## src/rtl/e203_rr_arb8_onehot_pkg.sv

```systemverilog
// Shared constants, FSM encoding and helpers for the 8-way round-robin arbiter.
// Optional burst locking is enabled with the E203_RR_ARB_LOCK_EN macro.
package e203_rr_arb8_onehot_pkg;

    localparam int E203_ARB_N  = 8;
    localparam int E203_ARB_PW = 3;

    typedef enum logic {
        E203_ARB_IDLE = 1'b0,
        E203_ARB_HOLD = 1'b1
    } arb_state_e;

    // Index of the set bit in a one-hot vector; zero vector maps to 0.
    function automatic logic [E203_ARB_PW-1:0] oh2idx(input logic [E203_ARB_N-1:0] oh);
        logic [E203_ARB_PW-1:0] idx;
        idx = '0;
        for (int i = 0; i < E203_ARB_N; i++) begin
            if (oh[i]) idx = idx | E203_ARB_PW'(i);
        end
        return idx;
    endfunction

endpackage

```

## src/rtl/e203_rr_arb8_onehot_if.sv

```systemverilog
// Request/grant bundle between requesters, the arbiter and the grant consumer.
// req_last exists only when E203_RR_ARB_LOCK_EN is defined.
interface e203_rr_arb8_onehot_if;
    import e203_rr_arb8_onehot_pkg::*;

    logic [E203_ARB_N-1:0] req_vld;
    logic [E203_ARB_N-1:0] req_rdy;
`ifdef E203_RR_ARB_LOCK_EN
    logic [E203_ARB_N-1:0] req_last;
`endif
    logic                  grt_vld;
    logic                  grt_rdy;
    logic [E203_ARB_N-1:0] grt_onehot;

    modport master (
        output req_vld,
`ifdef E203_RR_ARB_LOCK_EN
        output req_last,
`endif
        output grt_rdy,
        input  req_rdy,
        input  grt_vld,
        input  grt_onehot
    );

    modport slave (
        input  req_vld,
`ifdef E203_RR_ARB_LOCK_EN
        input  req_last,
`endif
        input  grt_rdy,
        output req_rdy,
        output grt_vld,
        output grt_onehot
    );

endinterface

```

## src/rtl/e203_rr_arb8_onehot_pick8.sv

```systemverilog
// Circular priority pick: lowest set bit of v_i at or after p_i, wrapping 7->0.
// Duplicating v_i lets a single masked lowest-bit search cover the wrap.
module e203_rr_pick8
    import e203_rr_arb8_onehot_pkg::*;
(
    input  logic [E203_ARB_N-1:0]  v_i,
    input  logic [E203_ARB_PW-1:0] p_i,
    output logic [E203_ARB_N-1:0]  onehot_o
);

    logic [2*E203_ARB_N-1:0] dbl;
    logic [2*E203_ARB_N-1:0] mask;
    logic [2*E203_ARB_N-1:0] masked;
    logic [2*E203_ARB_N-1:0] lowest;

    assign dbl    = {v_i, v_i};
    // Upper copy stays fully enabled so indices below p_i are still reachable after wrap.
    assign mask   = ~(((2*E203_ARB_N)'(1) << p_i) - (2*E203_ARB_N)'(1));
    assign masked = dbl & mask;
    assign lowest = masked & (~masked + (2*E203_ARB_N)'(1));

    assign onehot_o = lowest[E203_ARB_N-1:0] | lowest[2*E203_ARB_N-1:E203_ARB_N];

endmodule

```

## src/rtl/e203_rr_arb8_onehot.sv

```systemverilog
// 8-requester round-robin arbiter with registered one-hot grant and valid/ready handshake.
// Define E203_RR_ARB_LOCK_EN to keep the grant across a burst until req_last.
module e203_rr_arb8_onehot
    import e203_rr_arb8_onehot_pkg::*;
#(
    parameter int N_REQ    = E203_ARB_N,
    parameter int RST_PRIO = 0
) (
    input  logic                   clk_i,
    input  logic                   rst_i,
    e203_rr_arb8_onehot_if.slave   arb
);

    arb_state_e             state_q, state_d;
    logic [E203_ARB_PW-1:0] ptr_q, ptr_d;
    logic [N_REQ-1:0]       gnt_q, gnt_d;

    logic [E203_ARB_PW-1:0] win_idx;
    logic [E203_ARB_PW-1:0] win_nxt;
    logic [N_REQ-1:0]       rem;
    logic                   hs;
    logic                   lock_hold;

    logic [E203_ARB_N-1:0]  pick_v;
    logic [E203_ARB_PW-1:0] pick_p;
    logic [E203_ARB_N-1:0]  pick_oh;

    assign win_idx = oh2idx(gnt_q);
    assign win_nxt = win_idx + E203_ARB_PW'(1);
    assign hs      = (state_q == E203_ARB_HOLD) && arb.grt_rdy;
    assign rem     = arb.req_vld & ~gnt_q;

`ifdef E203_RR_ARB_LOCK_EN
    // A still-requesting winner without its last beat keeps the grant and the pointer.
    assign lock_hold = hs && !arb.req_last[win_idx] && arb.req_vld[win_idx];
`else
    assign lock_hold = 1'b0;
`endif

    // One picker shared by the IDLE scan and the back-to-back handover.
    assign pick_v = (state_q == E203_ARB_HOLD) ? rem     : arb.req_vld;
    assign pick_p = (state_q == E203_ARB_HOLD) ? win_nxt : ptr_q;

    e203_rr_pick8 u_pick (
        .v_i      (pick_v),
        .p_i      (pick_p),
        .onehot_o (pick_oh)
    );

    always_ff @(posedge clk_i) begin
        if (rst_i) begin
            state_q <= E203_ARB_IDLE;
            ptr_q   <= E203_ARB_PW'(RST_PRIO);
            gnt_q   <= '0;
        end else begin
            state_q <= state_d;
            ptr_q   <= ptr_d;
            gnt_q   <= gnt_d;
        end
    end

    always_comb begin
        state_d = state_q;
        ptr_d   = ptr_q;
        gnt_d   = gnt_q;
        unique case (state_q)
            E203_ARB_IDLE: begin
                if (|arb.req_vld) begin
                    gnt_d   = pick_oh;
                    state_d = E203_ARB_HOLD;
                end
            end
            E203_ARB_HOLD: begin
                if (hs && !lock_hold) begin
                    ptr_d = win_nxt;
                    if (|rem) begin
                        gnt_d = pick_oh;
                    end else begin
                        gnt_d   = '0;
                        state_d = E203_ARB_IDLE;
                    end
                end
            end
            default: begin
                state_d = E203_ARB_IDLE;
                gnt_d   = '0;
            end
        endcase
    end

    always_comb begin
        arb.req_rdy    = '0;
        arb.grt_vld    = (state_q == E203_ARB_HOLD);
        arb.grt_onehot = arb.grt_vld ? gnt_q : '0;
        if (hs && !rst_i) arb.req_rdy = gnt_q;
    end

endmodule

```

## src/flat_wrapper.sv

```systemverilog
// flat-port wrapper written by rule: the top's interface ports become plain ports
module e203_rr_arb8_onehot_flat import e203_rr_arb8_onehot_pkg::*;
#(
    parameter int N_REQ    = E203_ARB_N,
    parameter int RST_PRIO = 0
)
  (clk_i, rst_i, arb_req_vld, arb_grt_rdy, arb_req_rdy, arb_grt_vld, arb_grt_onehot);
  e203_rr_arb8_onehot_if arb_i ();
  input  logic clk_i;
  input  logic rst_i;
  input wire logic [$bits(arb_i.req_vld)-1:0] arb_req_vld;
  input wire logic [$bits(arb_i.grt_rdy)-1:0] arb_grt_rdy;
  output wire logic [$bits(arb_i.req_rdy)-1:0] arb_req_rdy;
  output wire logic [$bits(arb_i.grt_vld)-1:0] arb_grt_vld;
  output wire logic [$bits(arb_i.grt_onehot)-1:0] arb_grt_onehot;
  assign arb_i.req_vld = arb_req_vld;
  assign arb_i.grt_rdy = arb_grt_rdy;
  assign arb_req_rdy = arb_i.req_rdy;
  assign arb_grt_vld = arb_i.grt_vld;
  assign arb_grt_onehot = arb_i.grt_onehot;
  e203_rr_arb8_onehot #(.N_REQ(N_REQ), .RST_PRIO(RST_PRIO)) u_core (.clk_i(clk_i), .rst_i(rst_i), .arb(arb_i));
endmodule
```

## config.mk

```make
export PLATFORM = sky130hd
export DESIGN_NAME = e203_rr_arb8_onehot_flat
export DESIGN_NICKNAME = d
export VERILOG_FILES = /design/src/rtl/e203_rr_arb8_onehot_pkg.sv /design/src/rtl/e203_rr_arb8_onehot_if.sv /design/src/rtl/e203_rr_arb8_onehot_pick8.sv /design/src/rtl/e203_rr_arb8_onehot.sv /design/src/flat_wrapper.sv
export SDC_FILE = /design/constraint.sdc
export NUM_CORES = 1
export LEC_CHECK = 0
export ABC_CLOCK_PERIOD_IN_PS = 6510
export CORE_MARGIN = 10
export CORE_UTILIZATION = 50
export CTS_BUF_LIST = sky130_fd_sc_hd__clkbuf_8
export CTS_CLUSTER_DIAMETER = 80
export DETAILED_ROUTE_END_ITERATION = 10
export GPL_ROUTABILITY_DRIVEN = 1
export PLACE_DENSITY = 0.77
export SKIP_CTS_REPAIR_TIMING = 1
export SYNTH_ARGS = -nofsm -noshare
export SYNTH_HDL_FRONTEND = slang
export SYNTH_SLANG_ARGS = --single-unit
```

## constraint.sdc

```tcl
create_clock -name clk_i -period 6.51 [get_ports clk_i]
set_input_delay 1.953 -clock clk_i [delete_from_list [all_inputs] [get_ports clk_i]]
set_output_delay 1.953 -clock clk_i [all_outputs]
set_load 0.05 [all_outputs]
```

==> run summary, run 1 <==
Status -> complete, no violations
Max Cap Violations -> 0
Num CTS Buffers -> 3
Pint -> 222.5 µW
Hold Path Class -> register to register
Synth top area share -> 0.1638
Met1 wire length -> 2022 µm
WL/cell -> 19.19 µm
Switch share -> 0.4560
Crit path launch type -> input pin
Post-synthesis mux area share -> 0.006826
PwrDens -> 229.0 nW/µm²
Area of the mapped netlist -> 1466 µm²
Slew @ Worst Pin -> 0.8588 ns
Main combinational cell family by area after synthesis -> simple AND/OR/NAND/NOR gates
N_diodes -> 0
DRC viols -> 0
CTS tree -> yes
#FFs+latches synth -> 12
RSZ-0062 raised after global routing -> no
Synth area leader -> dfxtp_1
Core ar. -> 2781 µm²
Via density per instance -> 6.854
CTS sink count -> 12
Number of buffers added on ports -> 27
Minimum clock period -> 5.998 ns
Pins Over Slew Limit -> 0
Nets -> 243
Root buffer cell -> clkbuf_8
WP data arrival -> 4.04 ns
Die Area -> 5499 µm²
Detail Route met2 WL -> 2358 µm
Syn_area_per_cell -> 7.118 µm²
Seq/Total Area, Yosys -> 0.1638
Final Skew -> 0.003307 ns
Area contributors post-synth -> dfxtp_1, nor2b_1, nand2_1, and2_1, a21oi_1
Comb power frac -> 0.553
Initial Utilization -> 0.5272
Overflow after GRT -> 0
Clk slew on worst S/H paths -> 0.06 ns
Placed cell areas -> 1730 µm²
Peak VDD IR -> 193.8 µV
First-pass GRT wire length -> 8010 µm
Fmax -> 0.1667 GHz
Switching power -> 186.4 µW
Std-Cell Rows -> 19
Total track usage -> 0.1809
EDFF count, synth -> 0
Vias in the first global route -> 1596
Uppermost layer routed -> met4
Critical path fanouts, max -> 8
Post-Synth Adder-Cell Area -> 0.01706
Initial antenna violation count -> 0
Ys async rst share -> 0
Worst skew pair latency -> 0.25 ns
Synth Area in Compound Gates -> 0.2747
Area delta synth->final -> 21.76%
1st-iter DRT viols -> 223
Simple-gate share of the synthesized area -> 0.4590
Largest net degree at the start of global routing -> 32
I/O pin total -> 28
Syn_nets -> 219
Post-synth top cells -> nand2_1, nor2_1, nor2b_1, a21oi_1
Distinct cells, synth -> 60
Mapped Cells -> 206
Leak -> 0.0006736 µW
Overall die height -> 74.16 µm
Final hold vios -> 0
Share of cells above drive strength 1 -> 0.08734
Drt first pass iters -> 6
Seq pwr share -> 0.240
CP endpoint kind -> output pin
Clock power share -> 0.207
Count leader, synth -> nand2_1
H-Tree Depth -> 1
Met3 wire length -> 454 µm
Clk buf depth -> 2
Hpwl dp -> 3704 µm
XOR/XNOR Fraction of Synth Area -> 0.01195
GPL Wtd Cong -> 1.040
Die X -> 74.16 µm
Max_slew headroom -> 0.4127
Filler Cell Count -> 241
DRT antenna net count -> 0
Kind of critical path -> input pin to output pin
DR vias -> 1782
Tcrit/Tclk final -> 0.9213
Final setup vio count -> 0
Detailed Route WL -> 4989 µm
Top_reg_cell synth -> dfxtp_1
Critical path required time -> 4.56 ns
Final instance area -> 1785 µm²
Setup TNS Final -> 0 ns
Yosys warning count -> 0
layout make-up:
cell class / instances / area [µm²] / area share
inverters: 10 / 37.54 / 0.02102
multi-input cells: 174 / 1129 / 0.6321
well taps: 31 / 38.79 / 0.02172
clock buffers: 4 / 55.05 / 0.03083
repair buffers: 29 / 285.3 / 0.1598
flip-flops and latches: 12 / 240.2 / 0.1345
through the flow:
step / std cells / hold WS, ns / power (µW) / util / setup slack, ns
finish: 260 / 0.5828 / 408.9 / 0.6419 / 0.5124
global route: 260 / 0.6192 / 436.4 / 0.6419 / 0.3936
CTS: 260 / 0.5725 / 405.2 / 0.6419 / 0.5258
detailed placement: 256 / 0.5647 / 317.3 / 0.6221 / 0.5354
global placement: 256 / 0.5524 / 314.7 / 0.6221 / 0.6068
floorplan: 206 / 0.4949 / 267.4 / - / 1.358
power groups by stage:
stage / clock network [µW] / registers [µW] / logic [µW]
final: 84.7 / 98.3 / 226
after global routing: 90.3 / 99.1 / 247
after CTS: 87.1 / 97.4 / 221
after detailed placement: 0 / 98.9 / 218
after global placement: 0 / 98.6 / 216
after floorplan: 0 / 90.6 / 177
layout by cell type, fill, tap and decap left out, types with 3 or more instances in the layout:
master           Yosys  layout
a31oi_1              3       3
inv_1               10      10
nand2_1             22      22
nor4_1               6       6
nor4b_1              3       3
and3b_1              3       3
nor3_1               7       7
dfxtp_1             12      12
and2_1              12      12
a21boi_0             3       3
a21oi_1             13      13
and3_1               3       3
clkdlybuf4s50_1      0      27
clkbuf_8             0       4
nand3_1              3       3
o21ai_0              7       7
nor2b_1             14      14
nor3b_1              3       3
nor2_1              16      16
nand4_1              4       4
nand4b_1             3       3
path summary, 6_finish.rpt:
| check | from | endpoint | slack [ns] | cells past startpoint |
|---|---|---|---|---|
| max | arb_grt_rdy | arb_req_rdy[5] | 0.51 | 5 |
| min | u_core.ptr_q[1]$_SDFFE_PP0P_ | u_core.ptr_q[1]$_SDFFE_PP0P_ | 0.58 | 2 |
| max reg2reg | u_core.gnt_q[7]$_SDFFE_PP0P_ | u_core.gnt_q[4]$_SDFFE_PP0P_ | 2.64 | 11 |
| min reg2reg | u_core.ptr_q[1]$_SDFFE_PP0P_ | u_core.ptr_q[1]$_SDFFE_PP0P_ | 0.58 | 2 |
registers in the layout (all words and copies together) (netlist names):
register            count
u_core.arb.grt_vld      1
u_core.ptr_q            3
u_core.gnt_q            8
layer usage:
metal  up-vias  global-route usage
met5         -                   0
met1       826              0.2197
met4         0             0.07039
li1        813                   -
met2       123              0.3059
met3        20             0.03457
logic make-up after synthesis:
| kind of cell | count (synthesis) |
|---|---|
| AO/OA/AOI/OAI | 54 |
| XOR/XNOR | 2 |
| adder cells (fa/ha/maj) | 2 |
| buffers and inverters | 20 |
| flip-flops | 12 |
| multiplexers | 1 |
| AND/OR/NAND/NOR | 115 |
critical path, stage by stage:
cell	delay, ns
clkdlybuf4s50_1	0.54
nand2_1	0.21
nor2_1	0.33
and2_2	0.21
clkdlybuf4s50_1	0.81
Power figures use the tool's default switching activity.
==> run 2, diff against run 1 <==
- CTS_CLUSTER_SIZE: default -> 12
==> results of run 2 <==
Final layout, timing and power as in run 1 (identical DEF).
==> run 3, diff against run 2 <==
- PLACE_DENSITY: 0.77 -> 0.83
==> run 3 against run 2 <==
Against the previous run: die area is the same; clock skew is 0.0012 ns higher; critical path type unchanged; core utilization unchanged; sequential share of layout area did not move; clock power is 0.8% lower; via count down 5.4%; final cell count did not move.
==> run summary, run 3 (synthesis gave the netlist of run 1 again) <==
Met1 Track Usage GR -> 0.2310 (+0.01132)
Detailed Route WL -> 4858 µm (-2.6%)
Setup slack, reg-to-reg -> 2.78 ns (+0.14 ns)
DRT antenna net count -> 0 (unchanged)
Final Skew -> 0.004476 ns (+0.001169 ns)
Hold EP -> u_core.gnt_q[4]$_SDFFE_PP0P_
First-pass GRT wire length -> 7810 µm (-2.5%)
Comb power frac -> 0.551 (-0.002)
WL/cell -> 18.68 µm (-2.6%)
Share of cells above drive strength 1 -> 0.08734 (unchanged)
1st-iter DRT viols -> 277 (+24%)
Top reg by flops -> u_core.gnt_q
Worst-path cell chain -> clkdlybuf4s50_1, nand2_1, nor2_1, and2_1, clkdlybuf4s50_1
Delay-heaviest family, CP -> buffers and inverters
Final instance area -> 1785 µm² (unchanged)
Gr busiest metal -> met2
Worst skew pair latency -> 0.25 ns (about the same)
Initial Utilization -> 0.5272 (unchanged)
CP max-delay cell -> clkdlybuf4s50_1
Crit-path most repeated cell -> clkdlybuf4s50_1
Reg2Reg Depth -> 11 (unchanged)
Root buffer cell -> clkbuf_8
Filler Cell Count -> 235 (-2.5%)
Worst hold stages -> 2 (unchanged)
CTS tree -> yes
Placed cell areas -> 1730 µm² (unchanged)
Number of buffers added on ports -> 27 (unchanged)
GRT met3 Usage -> 0.03590 (+0.001330)
Num CTS Buffers -> 3 (unchanged)
Non-filler cells, final -> 260 (unchanged)
Overall die height -> 74.16 µm (unchanged)
Nets -> 243 (unchanged)
Buf/Inv on CP -> 2 (unchanged)
DR vias -> 1685 (-5.4%)
Kind of critical path -> input pin to output pin
Minimum clock period -> 5.948 ns (-0.04917 ns)
Hold Path Class -> register to register
Die X -> 74.16 µm (unchanged)
I/O pin total -> 28 (unchanged)
Max Cap Violations -> 0 (unchanged)
R2R Path End -> u_core.gnt_q[5]$_SDFFE_PP0P_
Via density per instance -> 6.481 (-5.4%)
Total track usage -> 0.1758 (-0.005089)
Tcrit/Tclk final -> 0.9137 (-0.007553)
Clk slew on worst S/H paths -> 0.06 ns (about the same)
Peak VDD IR -> 206.3 µV (+6.4%)
FF-to-FF Start -> u_core.gnt_q[7]$_SDFFE_PP0P_
Max reg flops -> 8 (unchanged)
GPL Wtd Cong -> 0.9615 (-7.5%)
Critical path fanouts, max -> 8 (unchanged)
N_diodes -> 0 (unchanged)
Worst hold margin -> 0.5893 ns (+0.006527 ns)
Area delta synth->final -> 21.76% (unchanged)
Inst Count DP -> 256 (unchanged)
WP data arrival -> 4.00 ns (-0.04 ns)
Hpwl dp -> 3613 µm (-2.5%)
Drt first pass iters -> 5 (-1)
Initial antenna violation count -> 0 (unchanged)
CTS sink count -> 12 (unchanged)
Setup TNS Final -> 0 ns (unchanged)
Vias in the first global route -> 1566 (-1.9%)
H-Tree Depth -> 1 (unchanged)
Max_slew headroom -> 0.3389 (-0.07380)
PwrDens -> 227.4 nW/µm² (-0.70%)
Hold path start -> u_core.gnt_q[4]$_SDFFE_PP0P_
CP endpoint kind -> output pin
Slew @ Worst Pin -> 0.9667 ns (+0.1079 ns)
Std-Cell Rows -> 19 (unchanged)
Seq pwr share -> 0.242 (+0.002)
Die Area -> 5499 µm² (unchanged)
Final setup vio count -> 0 (unchanged)
Pwr Total -> 406.0 µW (-0.70%)
Critical path required time -> 4.56 ns (about the same)
Core ar. -> 2781 µm² (unchanged)
Clock power share -> 0.207 (about the same)
Pins Over Slew Limit -> 0 (unchanged)
Crit path launch type -> input pin
Status -> complete, no violations
Leak -> 0.0006736 µW (unchanged)
Final hold vios -> 0 (unchanged)
Largest net degree at the start of global routing -> 31 (-3.1%)
Switching power -> 184.1 µW (-1.2%)
Most frequent cells in the layout -> clkdlybuf4s50_1, nand2_1, nor2_1
Largest stage delay on the critical path -> 0.80 ns (about the same)
Clk buf depth -> 2 (unchanged)
Switch share -> 0.4535 (-0.002485)
Met2 Usage GRT -> 0.2841 (-0.02178)
Commonest non-fill, non-tap cell in the layout -> clkdlybuf4s50_1
Fmax -> 0.1681 GHz (+0.83%)
DRC viols -> 0 (unchanged)
RSZ-0062 raised after global routing -> no
Pint -> 221.9 µW (-0.25%)
Overflow after GRT -> 0 (unchanged)
run 3: cell counts in the layout (fill, tap and decap cells not counted):
No cell type changed its count.
run 3: power by group through the flow:
stage          combinational (µW)  clock [µW]  sequential, µW
3_3_place_gp                  216           0            99.4
4_1_cts                       219        83.7            97.5
3_5_place_dp                  217           0            99.1
2_1_floorplan                 177           0            90.6
5_1_grt                       245        89.7            99.2
6_report                      224        84.0            98.4
run 3: metal layers:
| layer | routed length, µm | vias up | share of wire |
|---|---|---|---|
| met3 | 512 | 8 | 0.11 |
| met5 | 0 | - | 0 |
| met2 | 2385 | 109 | 0.49 |
| met4 | 58 | 0 | 0.012 |
| li1 | - | 808 | - |
| met1 | 1901 | 760 | 0.39 |
run 3: worst max path at each step:
stage / end / cells after the start / slack (ns) / from
floorplan: arb_req_rdy[0] / 2 / 1.36 / rst_i
global placement: arb_req_rdy[5] / 5 / 0.60 / arb_grt_rdy
detailed placement: arb_req_rdy[2] / 5 / 0.58 / arb_grt_rdy
CTS: arb_req_rdy[2] / 5 / 0.57 / arb_grt_rdy
global route: arb_req_rdy[2] / 5 / 0.47 / arb_grt_rdy
finish: arb_req_rdy[6] / 5 / 0.56 / arb_grt_rdy
run 3: through the flow:
stage	util	setup slack [ns]
2_1_floorplan	-	1.358
3_3_place_gp	0.6221	0.6010
3_5_place_dp	0.6221	0.5780
4_1_cts	0.6419	0.5692
5_1_grt	0.6419	0.4733
6_report	0.6419	0.5615
run 3: cell type report:
class	instances	area, µm²	share of cell area
flip-flops and latches	12	240.2	0.1345
repair buffers	29	285.3	0.1598
well taps	31	38.79	0.02172
multi-input cells	174	1129	0.6321
inverters	10	37.54	0.02102
clock buffers	4	55.05	0.03083
run 3: worst reg2reg max path: cells and delay by family, from the launching register on:
family / cells / cell delay, ns
AOI/OAI and AO/OA: 4 / 1.13
and+or+nand+nor: 6 / 1.57
adders and majority gates: 1 / 0.52
DFF: 1 / 0.44
